[src/rtl/fir_run_sequencer_pkg.sv]
// Shared definitions for the FIR pass sequencer: state encoding and default geometry
// used by both the sequencer and the beamformer top.
package fir_seq_pkg;

  typedef enum logic [2:0] {
    ST_IDLE,
    ST_FEED,
    ST_DRAIN,
    ST_DONE,
    ST_READBACK
  } seq_state_e;

  localparam int unsigned SEQ_ADDR_W    = 11;
  localparam int unsigned SEQ_N_SAMPLES = 2048;

  // Width of a counter that must be able to hold the value n itself.
  function automatic int unsigned ctr_bits(input int unsigned n);
    return (n < 1) ? 1 : $clog2(n + 1);
  endfunction

endpackage

[src/rtl/fir_run_sequencer_if.sv]
// Signal bundle between the beamformer control/filter side (master) and the sequencer (slave).
interface fir_run_sequencer_if import fir_seq_pkg::*; #(
  parameter int unsigned ADDR_W = SEQ_ADDR_W
) ();

  logic              start;
  logic              rd_req;
  logic              filt_valid;
  logic              in_read;
  logic [ADDR_W-1:0] in_addr;
  logic              filt_run;
  logic              out_write_en;
  logic              out_read_en;
  logic [ADDR_W-1:0] out_addr;
  logic              rd_valid;
  logic              busy;
  logic              done;
  logic              timeout_err;

  modport master (
    output start, rd_req, filt_valid,
    input  in_read, in_addr, filt_run, out_write_en, out_read_en,
           out_addr, rd_valid, busy, done, timeout_err
  );

  modport slave (
    input  start, rd_req, filt_valid,
    output in_read, in_addr, filt_run, out_write_en, out_read_en,
           out_addr, rd_valid, busy, done, timeout_err
  );

endinterface

[src/rtl/fir_run_sequencer_delay.sv]
// Fixed-depth 1-bit delay line with async active-low reset; depth 0 is a wire.
module seq_delay_line #(
  parameter int unsigned DEPTH = 1
) (
  input  logic clk_i,
  input  logic rst_ni,
  input  logic d_i,
  output logic q_o
);

  if (DEPTH == 0) begin : g_wire
    assign q_o = d_i;
  end else if (DEPTH == 1) begin : g_one
    logic sr_q;
    always_ff @(posedge clk_i or negedge rst_ni) begin
      if (!rst_ni) sr_q <= 1'b0;
      else         sr_q <= d_i;
    end
    assign q_o = sr_q;
  end else begin : g_many
    logic [DEPTH-1:0] sr_q;
    always_ff @(posedge clk_i or negedge rst_ni) begin
      if (!rst_ni) sr_q <= '0;
      else         sr_q <= {sr_q[DEPTH-2:0], d_i};
    end
    assign q_o = sr_q[DEPTH-1];
  end

endmodule

[src/rtl/fir_run_sequencer.sv]
// Sequences one FIR_Filter pass: input sweep, output write capture, drain timeout
// and a host-requested readback sweep of the output RAM.
module fir_run_sequencer import fir_seq_pkg::*; #(
  parameter int unsigned ADDR_W        = SEQ_ADDR_W,
  parameter int unsigned N_SAMPLES     = SEQ_N_SAMPLES,
  parameter int unsigned DRAIN_TIMEOUT = 256,
  parameter int unsigned RD_LAT        = 1
) (
  input  logic clk,
  input  logic rst,
  fir_run_sequencer_if.slave bus
);

  localparam int unsigned CW = ADDR_W + 1;
  localparam int unsigned IW = ctr_bits(DRAIN_TIMEOUT);
  localparam logic [CW-1:0] N_LAST = CW'(N_SAMPLES - 1);
  localparam logic [CW-1:0] N_FULL = CW'(N_SAMPLES);
  localparam logic [IW-1:0] IDLE_LIMIT = IW'(DRAIN_TIMEOUT);

  seq_state_e    state_q;
  logic [CW-1:0] in_cnt_q;
  logic [CW-1:0] wr_cnt_q;
  logic [CW-1:0] rd_cnt_q;
  logic [IW-1:0] idle_q;
  logic          done_q;
  logic          terr_q;

  logic          st_feed, st_drain, st_rb;
  logic          wr_accept;
  logic [CW-1:0] wr_cnt_d;
  logic [IW-1:0] idle_d;

  always_comb begin
    st_feed   = (state_q == ST_FEED);
    st_drain  = (state_q == ST_DRAIN);
    st_rb     = (state_q == ST_READBACK);
    wr_accept = (st_feed || st_drain) && bus.filt_valid && (wr_cnt_q < N_FULL);
    wr_cnt_d  = wr_cnt_q + CW'(wr_accept);
    idle_d    = bus.filt_valid ? '0 : idle_q + IW'(1);
  end

  always_ff @(posedge clk or negedge rst) begin
    if (!rst) begin
      state_q  <= ST_IDLE;
      in_cnt_q <= '0;
      wr_cnt_q <= '0;
      rd_cnt_q <= '0;
      idle_q   <= '0;
      done_q   <= 1'b0;
      terr_q   <= 1'b0;
    end else begin
      case (state_q)
        ST_IDLE, ST_DONE: begin
          if (bus.start) begin
            state_q  <= ST_FEED;
            in_cnt_q <= '0;
            wr_cnt_q <= '0;
            idle_q   <= '0;
            done_q   <= 1'b0;
            terr_q   <= 1'b0;
          end else if (state_q == ST_DONE && bus.rd_req) begin
            state_q  <= ST_READBACK;
            rd_cnt_q <= '0;
          end
        end

        // An early-finishing filter still lets the input sweep complete; the
        // write-count check happens on the last FEED cycle.
        ST_FEED: begin
          wr_cnt_q <= wr_cnt_d;
          if (in_cnt_q == N_LAST) begin
            idle_q <= '0;
            if (wr_cnt_d == N_FULL) begin
              state_q <= ST_DONE;
              done_q  <= 1'b1;
            end else begin
              state_q <= ST_DRAIN;
            end
          end else begin
            in_cnt_q <= in_cnt_q + CW'(1);
          end
        end

        ST_DRAIN: begin
          wr_cnt_q <= wr_cnt_d;
          idle_q   <= idle_d;
          if (wr_cnt_d == N_FULL) begin
            state_q <= ST_DONE;
            done_q  <= 1'b1;
          end else if (idle_d == IDLE_LIMIT) begin
            state_q <= ST_DONE;
            done_q  <= 1'b1;
            terr_q  <= 1'b1;
          end
        end

        ST_READBACK: begin
          if (rd_cnt_q == N_LAST) state_q <= ST_DONE;
          else                    rd_cnt_q <= rd_cnt_q + CW'(1);
        end

        default: state_q <= ST_IDLE;
      endcase
    end
  end

  assign bus.in_read      = st_feed;
  assign bus.filt_run     = st_feed || st_drain;
  assign bus.in_addr      = in_cnt_q[ADDR_W-1:0];
  assign bus.out_write_en = wr_accept;
  assign bus.out_read_en  = st_rb;
  assign bus.out_addr     = st_rb ? rd_cnt_q[ADDR_W-1:0] : wr_cnt_q[ADDR_W-1:0];
  assign bus.busy         = st_feed || st_drain || st_rb;
  assign bus.done         = done_q;
  assign bus.timeout_err  = terr_q;

  seq_delay_line #(.DEPTH(RD_LAT)) u_rd_valid (
    .clk_i  (clk),
    .rst_ni (rst),
    .d_i    (st_rb),
    .q_o    (bus.rd_valid)
  );

endmodule
[src/flat_wrapper.sv]
// flat-port wrapper written by rule: the top's interface ports become plain ports
module fir_run_sequencer_flat import fir_seq_pkg::*;
#(
  parameter int unsigned ADDR_W        = SEQ_ADDR_W,
  parameter int unsigned N_SAMPLES     = SEQ_N_SAMPLES,
  parameter int unsigned DRAIN_TIMEOUT = 256,
  parameter int unsigned RD_LAT        = 1
)
  (clk, rst, bus_start, bus_rd_req, bus_filt_valid, bus_in_read, bus_in_addr, bus_filt_run, bus_out_write_en, bus_out_read_en, bus_out_addr, bus_rd_valid, bus_busy, bus_done, bus_timeout_err);
  fir_run_sequencer_if #(.ADDR_W(ADDR_W)) bus_i ();
  input  logic clk;
  input  logic rst;
  input wire logic [$bits(bus_i.start)-1:0] bus_start;
  input wire logic [$bits(bus_i.rd_req)-1:0] bus_rd_req;
  input wire logic [$bits(bus_i.filt_valid)-1:0] bus_filt_valid;
  output wire logic [$bits(bus_i.in_read)-1:0] bus_in_read;
  output wire logic [$bits(bus_i.in_addr)-1:0] bus_in_addr;
  output wire logic [$bits(bus_i.filt_run)-1:0] bus_filt_run;
  output wire logic [$bits(bus_i.out_write_en)-1:0] bus_out_write_en;
  output wire logic [$bits(bus_i.out_read_en)-1:0] bus_out_read_en;
  output wire logic [$bits(bus_i.out_addr)-1:0] bus_out_addr;
  output wire logic [$bits(bus_i.rd_valid)-1:0] bus_rd_valid;
  output wire logic [$bits(bus_i.busy)-1:0] bus_busy;
  output wire logic [$bits(bus_i.done)-1:0] bus_done;
  output wire logic [$bits(bus_i.timeout_err)-1:0] bus_timeout_err;
  assign bus_i.start = bus_start;
  assign bus_i.rd_req = bus_rd_req;
  assign bus_i.filt_valid = bus_filt_valid;
  assign bus_in_read = bus_i.in_read;
  assign bus_in_addr = bus_i.in_addr;
  assign bus_filt_run = bus_i.filt_run;
  assign bus_out_write_en = bus_i.out_write_en;
  assign bus_out_read_en = bus_i.out_read_en;
  assign bus_out_addr = bus_i.out_addr;
  assign bus_rd_valid = bus_i.rd_valid;
  assign bus_busy = bus_i.busy;
  assign bus_done = bus_i.done;
  assign bus_timeout_err = bus_i.timeout_err;
  fir_run_sequencer #(.ADDR_W(ADDR_W), .N_SAMPLES(N_SAMPLES), .DRAIN_TIMEOUT(DRAIN_TIMEOUT), .RD_LAT(RD_LAT)) u_core (.clk(clk), .rst(rst), .bus(bus_i));
endmodule
[config.mk]
export PLATFORM = sky130hd
export DESIGN_NAME = fir_run_sequencer_flat
export DESIGN_NICKNAME = d
export VERILOG_FILES = /design/src/rtl/fir_run_sequencer_pkg.sv /design/src/rtl/fir_run_sequencer_if.sv /design/src/rtl/fir_run_sequencer_delay.sv /design/src/rtl/fir_run_sequencer.sv /design/src/flat_wrapper.sv
export SDC_FILE = /design/constraint.sdc
export NUM_CORES = 1
export LEC_CHECK = 0
export ABC_AREA = 0
export CORE_ASPECT_RATIO = 1.75
export CORE_MARGIN = 1
export CORE_UTILIZATION = 55
export CTS_CLUSTER_SIZE = 40
export DETAILED_ROUTE_END_ITERATION = 10
export GPL_TIMING_DRIVEN = 1
export PLACE_DENSITY = 0.78
export SLEW_MARGIN = 5
export SYNTH_ARGS = -nofsm -noshare
export SYNTH_HDL_FRONTEND = slang
export SYNTH_HIERARCHICAL = 1
export SYNTH_SLANG_ARGS = --single-unit
[constraint.sdc]
create_clock -name clk -period 4.73 [get_ports clk]
set_clock_uncertainty 0.2 [all_clocks]
set_input_delay 0.7095 -clock clk [delete_from_list [all_inputs] [get_ports clk]]
set_output_delay 0.7095 -clock clk [all_outputs]
set_load 0.05 [all_outputs]
==> reports/summary.txt, run 1 <==
outcome -> finished, final reports clean
dpl ws -> 1020 ps
power share of the sequential group -> 34.4%
area of the multi-input gates -> 1700 µm²
Vias per Instance -> 5.90
CTS max path bufs -> 2
Slew Limit Fails -> 0
Post-Synth Adder-Cell Area -> 1.97%
Cell Int Power -> 972 µW
Reg2Reg Setup Slack -> 950 ps
vias in the first global route -> 2653
largest family of logic cells by synthesized area -> simple AND/OR/NAND/NOR gates
H-tree depth -> 2
hold_ws -> 294 ps
register area share after synthesis -> 40.3%
Mapped Area -> 3170 µm²
fmax -> 260 MHz
Finished Cell Area -> 3560 µm²
first-pass GRT wire length -> 12.1 mm
routability cong. -> 1.02
layout cells sized above 1 -> 9.19%
Setup violations, final -> 0
Worst Path Buf+Inv -> 2
multiplexer share of the synthesized area -> 4.26%
CP Data Required Time -> 3820 ps
Startpoint Class -> flip-flop
remaining global-route overflow -> 0
Primary FF master, synth -> dfrtp_1
Post-Route WL -> 7.29 mm
part of the cycle the worst path needs -> 81.3%
CTS tree -> done
dpl hpwl -> 5.29 mm
min cycle time layout -> 3850 ps
DRC violations left -> 0
Rows -> 36
Yosys warnings -> 6
XOR/XNOR share of the synthesized area -> 5.80%
Ports -> 35
overall die height -> 102 µm
CP endpoint kind -> output port
clk sink count -> 51
VDD IR max -> 427 µV
crit-path leading delay family -> buffers and inverters
DRT iter0 DRCs -> 96
slowest stage cell, crit path -> clkdlybuf4s50_1
Hold Crit Class -> in -> async
R2R cell count -> 11
post-route ant nets -> 0
Initial Util -> 57.2%
Fin. Hold Viols -> 0
final net count -> 390
Post-DP Area -> 3460 µm²
Yosys cell types -> 53
wire length per cell -> 16.0 µm
cts repair resizes -> 0
RSZ-0062 raised after global routing -> no
Critical Setup Path Class -> reg -> out
Die Wd -> 59.4 µm
Port Buffers -> 34
crit-path max cell delay -> 790 ps
post-synthesis average cell area -> 8.71 µm²
largest net degree at the start of global routing -> 52
register area -> 1280 µm²
Reg clk slew, reported paths -> 90 ps
FF+latch count, synth -> 51
die area -> 6080 µm²
Leak -> 1.48 nW
asr flop ratio synth -> 100%
Core Area -> 5540 µm²
R2R Path End -> u_core/state_q[0]
post-synthesis compound-gate area fraction -> 16.5%
Reg-to-Reg Start -> u_core/state_q[0]
syn_nets -> 374
final worst setup slack -> 885 ps
antenna cells -> 0
Post-CTS Hold Fix Bufs -> 0
PD cells -> 519 nW/µm²
crit path max fanout -> 14
Post-Route Setup TNS -> 0 ps
synthesized instance count -> 364
Clock Tree Root -> clkbuf_8
Net Switching -> 876 µW
measured slew at the worst slew-check pin -> 927 ps
fill cell count -> 483
drt first pass iters -> 4
Post-CTS Setup Bufs -> 0
dpl cells -> 449
clock share of power -> 15.1%
Post-Synth Simple-Gate Area -> 25.1%
area delta synth->final -> 12.4%
Slew Limit Headroom -> 38.1%
Gate power share -> 50.5%
WP data arrival -> 2940 ps
via count -> 2697
GR Util All Layers -> 26.3%
Post-synth EDFFs -> 0
CP Cell Sequence -> xor2_1 > nand2b_1 > inv_1 > or2_2 > clkdlybuf4s50_1
CTS buffer count -> 5
Sw Share -> 47.4%
final non-filler cell total -> 457
Clk Latency, worst-skew pair -> 310 ps
initial antenna violation count -> 0
max_cap viols -> 0
-- Yosys cell counts (all sizes together), types with 3 or more instances --
library cell | n | share of area (%)
a211oi | 5 | 1.3
inv | 8 | 0.95
or3 | 5 | 0.99
and3 | 7 | 1.4
and2 | 8 | 1.6
nor2 | 41 | 4.9
dfrtp | 51 | 40
ha | 5 | 2.0
nor3b | 3 | 0.87
and4 | 4 | 1.1
o21ai | 36 | 5.7
o31ai | 8 | 2.1
buf | 15 | 3.6
nand4 | 10 | 2.0
nand2 | 29 | 3.4
a21oi | 12 | 1.9
nand2b | 6 | 1.2
a31o | 3 | 0.83
mux2 | 12 | 4.3
nor3 | 12 | 1.9
clkbuf | 13 | 1.5
a22o | 3 | 0.83
nand3 | 18 | 2.8
xor2 | 11 | 3.0
or2 | 5 | 0.99
xnor2 | 10 | 2.8
-- power groups by stage --
stage               registers, mW  clock network (mW)  logic [mW]
floorplan                   0.611                   0       0.724
global placement            0.640                   0       0.916
detailed placement          0.643                   0       0.925
CTS                         0.635               0.290       0.930
global route                0.651               0.304        1.01
finish                      0.637               0.279       0.933
-- layer usage --
| metal | wire (µm) | GRT usage [%] | up-vias |
|---|---|---|---|
| met5 | 0 | 0 | - |
| met4 | 235 | 13.7 | 0 |
| li1 | - | - | 1320 |
| met2 | 3980 | 48.2 | 69 |
| met3 | 266 | 5.44 | 21 |
| met1 | 2810 | 27.1 | 1287 |
-- stage by stage --
stage	utilization, %	power, mW
after detailed placement	62.4	1.57
after floorplan	-	1.34
final	64.3	1.85
after global routing	64.3	1.96
after CTS	64.3	1.85
after global placement	62.4	1.56
-- worst register-to-register path: stages, from the launching register on --
cell and delay [ps]:
dfrtp_1 520, xor2_1 310, nand2b_1 360, nor3b_1 400, ha_1 280, ha_1 260
a21boi_0 190, a21oi_1 90, o32a_1 290, nor3_1 410, nand4_1 150, a211oi_1 240
-- cells by family (layout without fill, tap and decap cells) --
group                      count (synthesis)  after routing
AOI/OAI and AO/OA                         83             83
xor gates and xnor gates                  21             21
adders and majority gates                  5              5
buffers and inverters                     36             53
DFF                                       51             51
muxes                                     12             12
and+or+nand+nor                          156            156
-- placed cells by master (no fill, tap or decap), types with 3 or more instances in the layout --
| master | n |
|---|---|
| a211oi_1 | 4 |
| a21oi_1 | 12 |
| a22o_1 | 3 |
| a31o_2 | 3 |
| and2_1 | 6 |
| and3_1 | 7 |
| and4_1 | 4 |
| buf_4 | 3 |
| clkbuf_8 | 7 |
| clkdlybuf4s50_1 | 33 |
| dfrtp_1 | 51 |
| ha_1 | 5 |
| inv_1 | 8 |
| mux2_2 | 12 |
| nand2_1 | 29 |
| nand2b_1 | 6 |
| nand3_1 | 18 |
| nand4_1 | 10 |
| nor2_1 | 41 |
| nor3_1 | 12 |
| o21ai_0 | 27 |
| o21ai_1 | 9 |
| o31ai_1 | 7 |
| or2_2 | 4 |
| or3_1 | 5 |
| xnor2_1 | 10 |
| xor2_1 | 11 |
-- cell type report --
class	instances	share of cell area [%]
multi-input combinational	277	47.7
sequential	51	35.8
timing repair buffer	37	10.0
clock buffer	7	2.70
tap	76	2.67
inverter	8	0.843
clock inverter	1	0.211
-- registers in the layout, indices dropped and copies added, names as in the netlist --
| name | flops |
|---|---|
| u_core/bus.done | 1 |
| u_core/bus.timeout_err | 1 |
| u_core/idle_q | 9 |
| u_core/in_cnt_q | 12 |
| u_core/rd_cnt_q | 12 |
| u_core/state_q | 3 |
| u_core/u_rd_valid/q_o | 1 |
| u_core/wr_cnt_q | 12 |
-- how the worst max path moves through the flow --
stage | start | endpoint | slack (ps) | depth (start not counted)
after floorplan | u_core/state_q[0] | u_core/state_q[0] | 180 | 13
after global placement | bus_filt_valid | u_core/state_q[0] | 1110 | 10
after detailed placement | bus_filt_valid | u_core/state_q[0] | 1020 | 10
after CTS | u_core/state_q[0] | bus_busy | 900 | 5
after global routing | u_core/state_q[0] | u_core/state_q[0] | 590 | 11
final | u_core/state_q[0] | bus_busy | 880 | 5
Power figures use the tool's default switching activity.
==> run 2, diff against run 1 <==
--- a/config.mk
+++ b/config.mk
@@ -8,11 +8,11 @@
 export ABC_AREA = 0
 export CORE_ASPECT_RATIO = 1.75
 export CORE_MARGIN = 1
-export CORE_UTILIZATION = 55
+export CORE_UTILIZATION = 51
 export CTS_CLUSTER_SIZE = 40
 export DETAILED_ROUTE_END_ITERATION = 10
 export GPL_TIMING_DRIVEN = 1
-export PLACE_DENSITY = 0.78
+export PLACE_DENSITY = 0.76
 export SLEW_MARGIN = 5
 export SYNTH_ARGS = -nofsm -noshare
 export SYNTH_HDL_FRONTEND = slang
==> constraint.sdc (replaced) <==
create_clock -name clk -period 3.45 [get_ports clk]
set_clock_uncertainty 0.2 [all_clocks]
set_input_delay 0.5175 -clock clk [delete_from_list [all_inputs] [get_ports clk]]
set_output_delay 0.5175 -clock clk [all_outputs]
set_load 0.05 [all_outputs]
==> run 2 against run 1 <==
Net effect: sequential power increased by 36%; flip-flop and latch count stayed put; global-route usage decreased by 0.70 points; core utilization down 3.1 points; wire length grew 2.7%; worst setup slack worse by 710 ps; clock-buffer cell count is the same; non-clock buffer count rose by 4; hold slack got worse by 240 ps; cell count up 1.3%; first-iteration DRC count grew 84%; power is 42% higher.
==> reports/summary.txt, run 2 (synthesized netlist as in run 1, its figures left out) <==
Post-CTS Setup Bufs -> 0 (unchanged)
post-route ant nets -> 0 (unchanged)
Slew Limit Fails -> 0 (unchanged)
crit path max fanout -> 13 (-1)
H-tree depth -> 2 (unchanged)
Regs by FF count -> u_core/in_cnt_q: 12 flops, u_core/rd_cnt_q: 12 flops, u_core/wr_cnt_q: 12 flops
Post-Route WL -> 7.49 mm (+2.7%)
Die Wd -> 61.6 µm (+3.7%)
CP Data Required Time -> 2730 ps (-1090 ps)
outcome -> finished, final reports clean
Ports -> 35 (unchanged)
die area -> 6550 µm² (+7.6%)
met1 usage -> 29.2% (+2.1 points)
Hold Crit Class -> in -> async
remaining global-route overflow -> 0 (unchanged)
Startpoint Class -> flip-flop
RSZ-0062 raised after global routing -> no
WP data arrival -> 2560 ps (-380 ps)
layout cells sized above 1 -> 11.7% (+2.5 points)
GRT busiest layer -> met2
met2 Resource Use GR -> 46.0% (-2.2 points)
final net count -> 394 (+1.0%)
part of the cycle the worst path needs -> 94.9%
CTS max path bufs -> 2 (unchanged)
cts repair resizes -> 0 (unchanged)
overall die height -> 106 µm (+3.8%)
most common cell after layout, fill and taps aside -> dfrtp_1
met3 Use GR -> 3.41% (-2.0 points)
Reg clk slew, reported paths -> 100 ps (about the same)
Vias per Instance -> 6.08 (+3.0%)
Finished Cell Area -> 3630 µm² (+1.8%)
GR Util All Layers -> 25.6% (-0.70 points)
hold_ws -> 55.8 ps (-238 ps)
largest net degree at the start of global routing -> 33 (-37%)
CTS buffer count -> 5 (unchanged)
Tot Pwr -> 2.62 mW (+42%)
Post-Route Setup TNS -> 0 ps (unchanged)
Clock Tree Root -> clkbuf_8
Clk Latency, worst-skew pair -> 310 ps (about the same)
VDD IR max -> 720 µV (+69%)
drt first pass iters -> 4 (unchanged)
Reg2Reg Setup Slack -> 320 ps (-630 ps)
most frequent cells in the layout -> 51 x dfrtp_1, 40 x nor2_1, 33 x clkdlybuf4s50_1, 29 x nand2_1, 27 x o21ai_0
Setup violations, final -> 0 (unchanged)
PD cells -> 724 nW/µm² (+39%)
Post-DP Area -> 3520 µm² (+1.8%)
clk sink count -> 51 (unchanged)
DRT iter0 DRCs -> 177 (+84%)
area delta synth->final -> 14.4%
vias in the first global route -> 2718 (+2.5%)
Core Area -> 5930 µm² (+7.0%)
measured slew at the worst slew-check pin -> 984 ps (+56.5 ps)
Critical Setup Path Class -> reg -> out
dpl cells -> 455 (+1.3%)
via count -> 2814 (+4.3%)
Leak -> 1.50 nW (+1.3%)
Port Buffers -> 34 (unchanged)
R2R Path End -> u_core/bus.timeout_err
Post-CTS Hold Fix Bufs -> 0 (unchanged)
crit path from -> u_core/state_q[0]
wire length per cell -> 16.2 µm (+1.4%)
CP endpoint kind -> output port
R2R cell count -> 11 (unchanged)
antenna cells -> 0 (unchanged)
first-pass GRT wire length -> 12.7 mm (+4.8%)
fmax -> 305 MHz
Reg-to-Reg Start -> u_core/state_q[0]
initial antenna violation count -> 0 (unchanged)
Critical Path Sink -> bus_busy
Fin. Hold Viols -> 0 (unchanged)
dpl hpwl -> 5.52 mm (+4.3%)
Initial Util -> 53.5% (-3.7 points)
CTS tree -> done
DRC violations left -> 0 (unchanged)
Slew Limit Headroom -> 34.3% (-3.8 points)
max_cap viols -> 0 (unchanged)
final non-filler cell total -> 463 (+1.3%)
Rows -> 37 (+2.8%)
routability cong. -> 1.00 (-1.2%)
min cycle time layout -> 3270 ps
-- run 2: through the flow --
step	worst slack [ps]	utilization (%)
floorplan	6.26	-
global placement	296	59.5
detailed placement	204	59.5
CTS	173	61.2
global route	73.9	61.2
finish	176	61.2
-- run 2: how the worst min path moves through the flow --
stage | to | slack [ps] | cells past startpoint
after floorplan | u_core/bus.done | 20 | 0
after CTS | u_core/in_cnt_q[8] | 80 | 1
final | u_core/idle_q[5] | 60 | 1
after global placement | u_core/bus.done | 290 | 2
after detailed placement | u_core/bus.done | 300 | 2
after global routing | u_core/in_cnt_q[6] | 110 | 1
-- run 2: report_power, final --
group | internal, mW | switching (mW)
clock | 0.183 | 0.211
combinational | 0.495 | 0.869
sequential | 0.714 | 0.153
-- run 2: routing by layer --
metal	wire, µm	part of all wire [%]
met1	2930	39
met2	4110	55
met3	281	3.8
met4	165	2.2
met5	0	0
-- run 2: cell type report --
cell class              count  area, µm²
inverters                   8       30.0
clock buffers               7       96.3
clock inverters             1       7.51
fillers                   566       2300
repair buffers             41        388
well taps                  78       97.6
flip-flops and latches     51       1280
multi-input cells         277       1730
-- run 2: critical path, stage by stage, from the launching register on --
cell	delay (ps)
dfrtp_1	520
xor2_2	220
nand2b_1	180
buf_4	230
inv_1	70
or2_2	310
clkdlybuf4s50_1	700
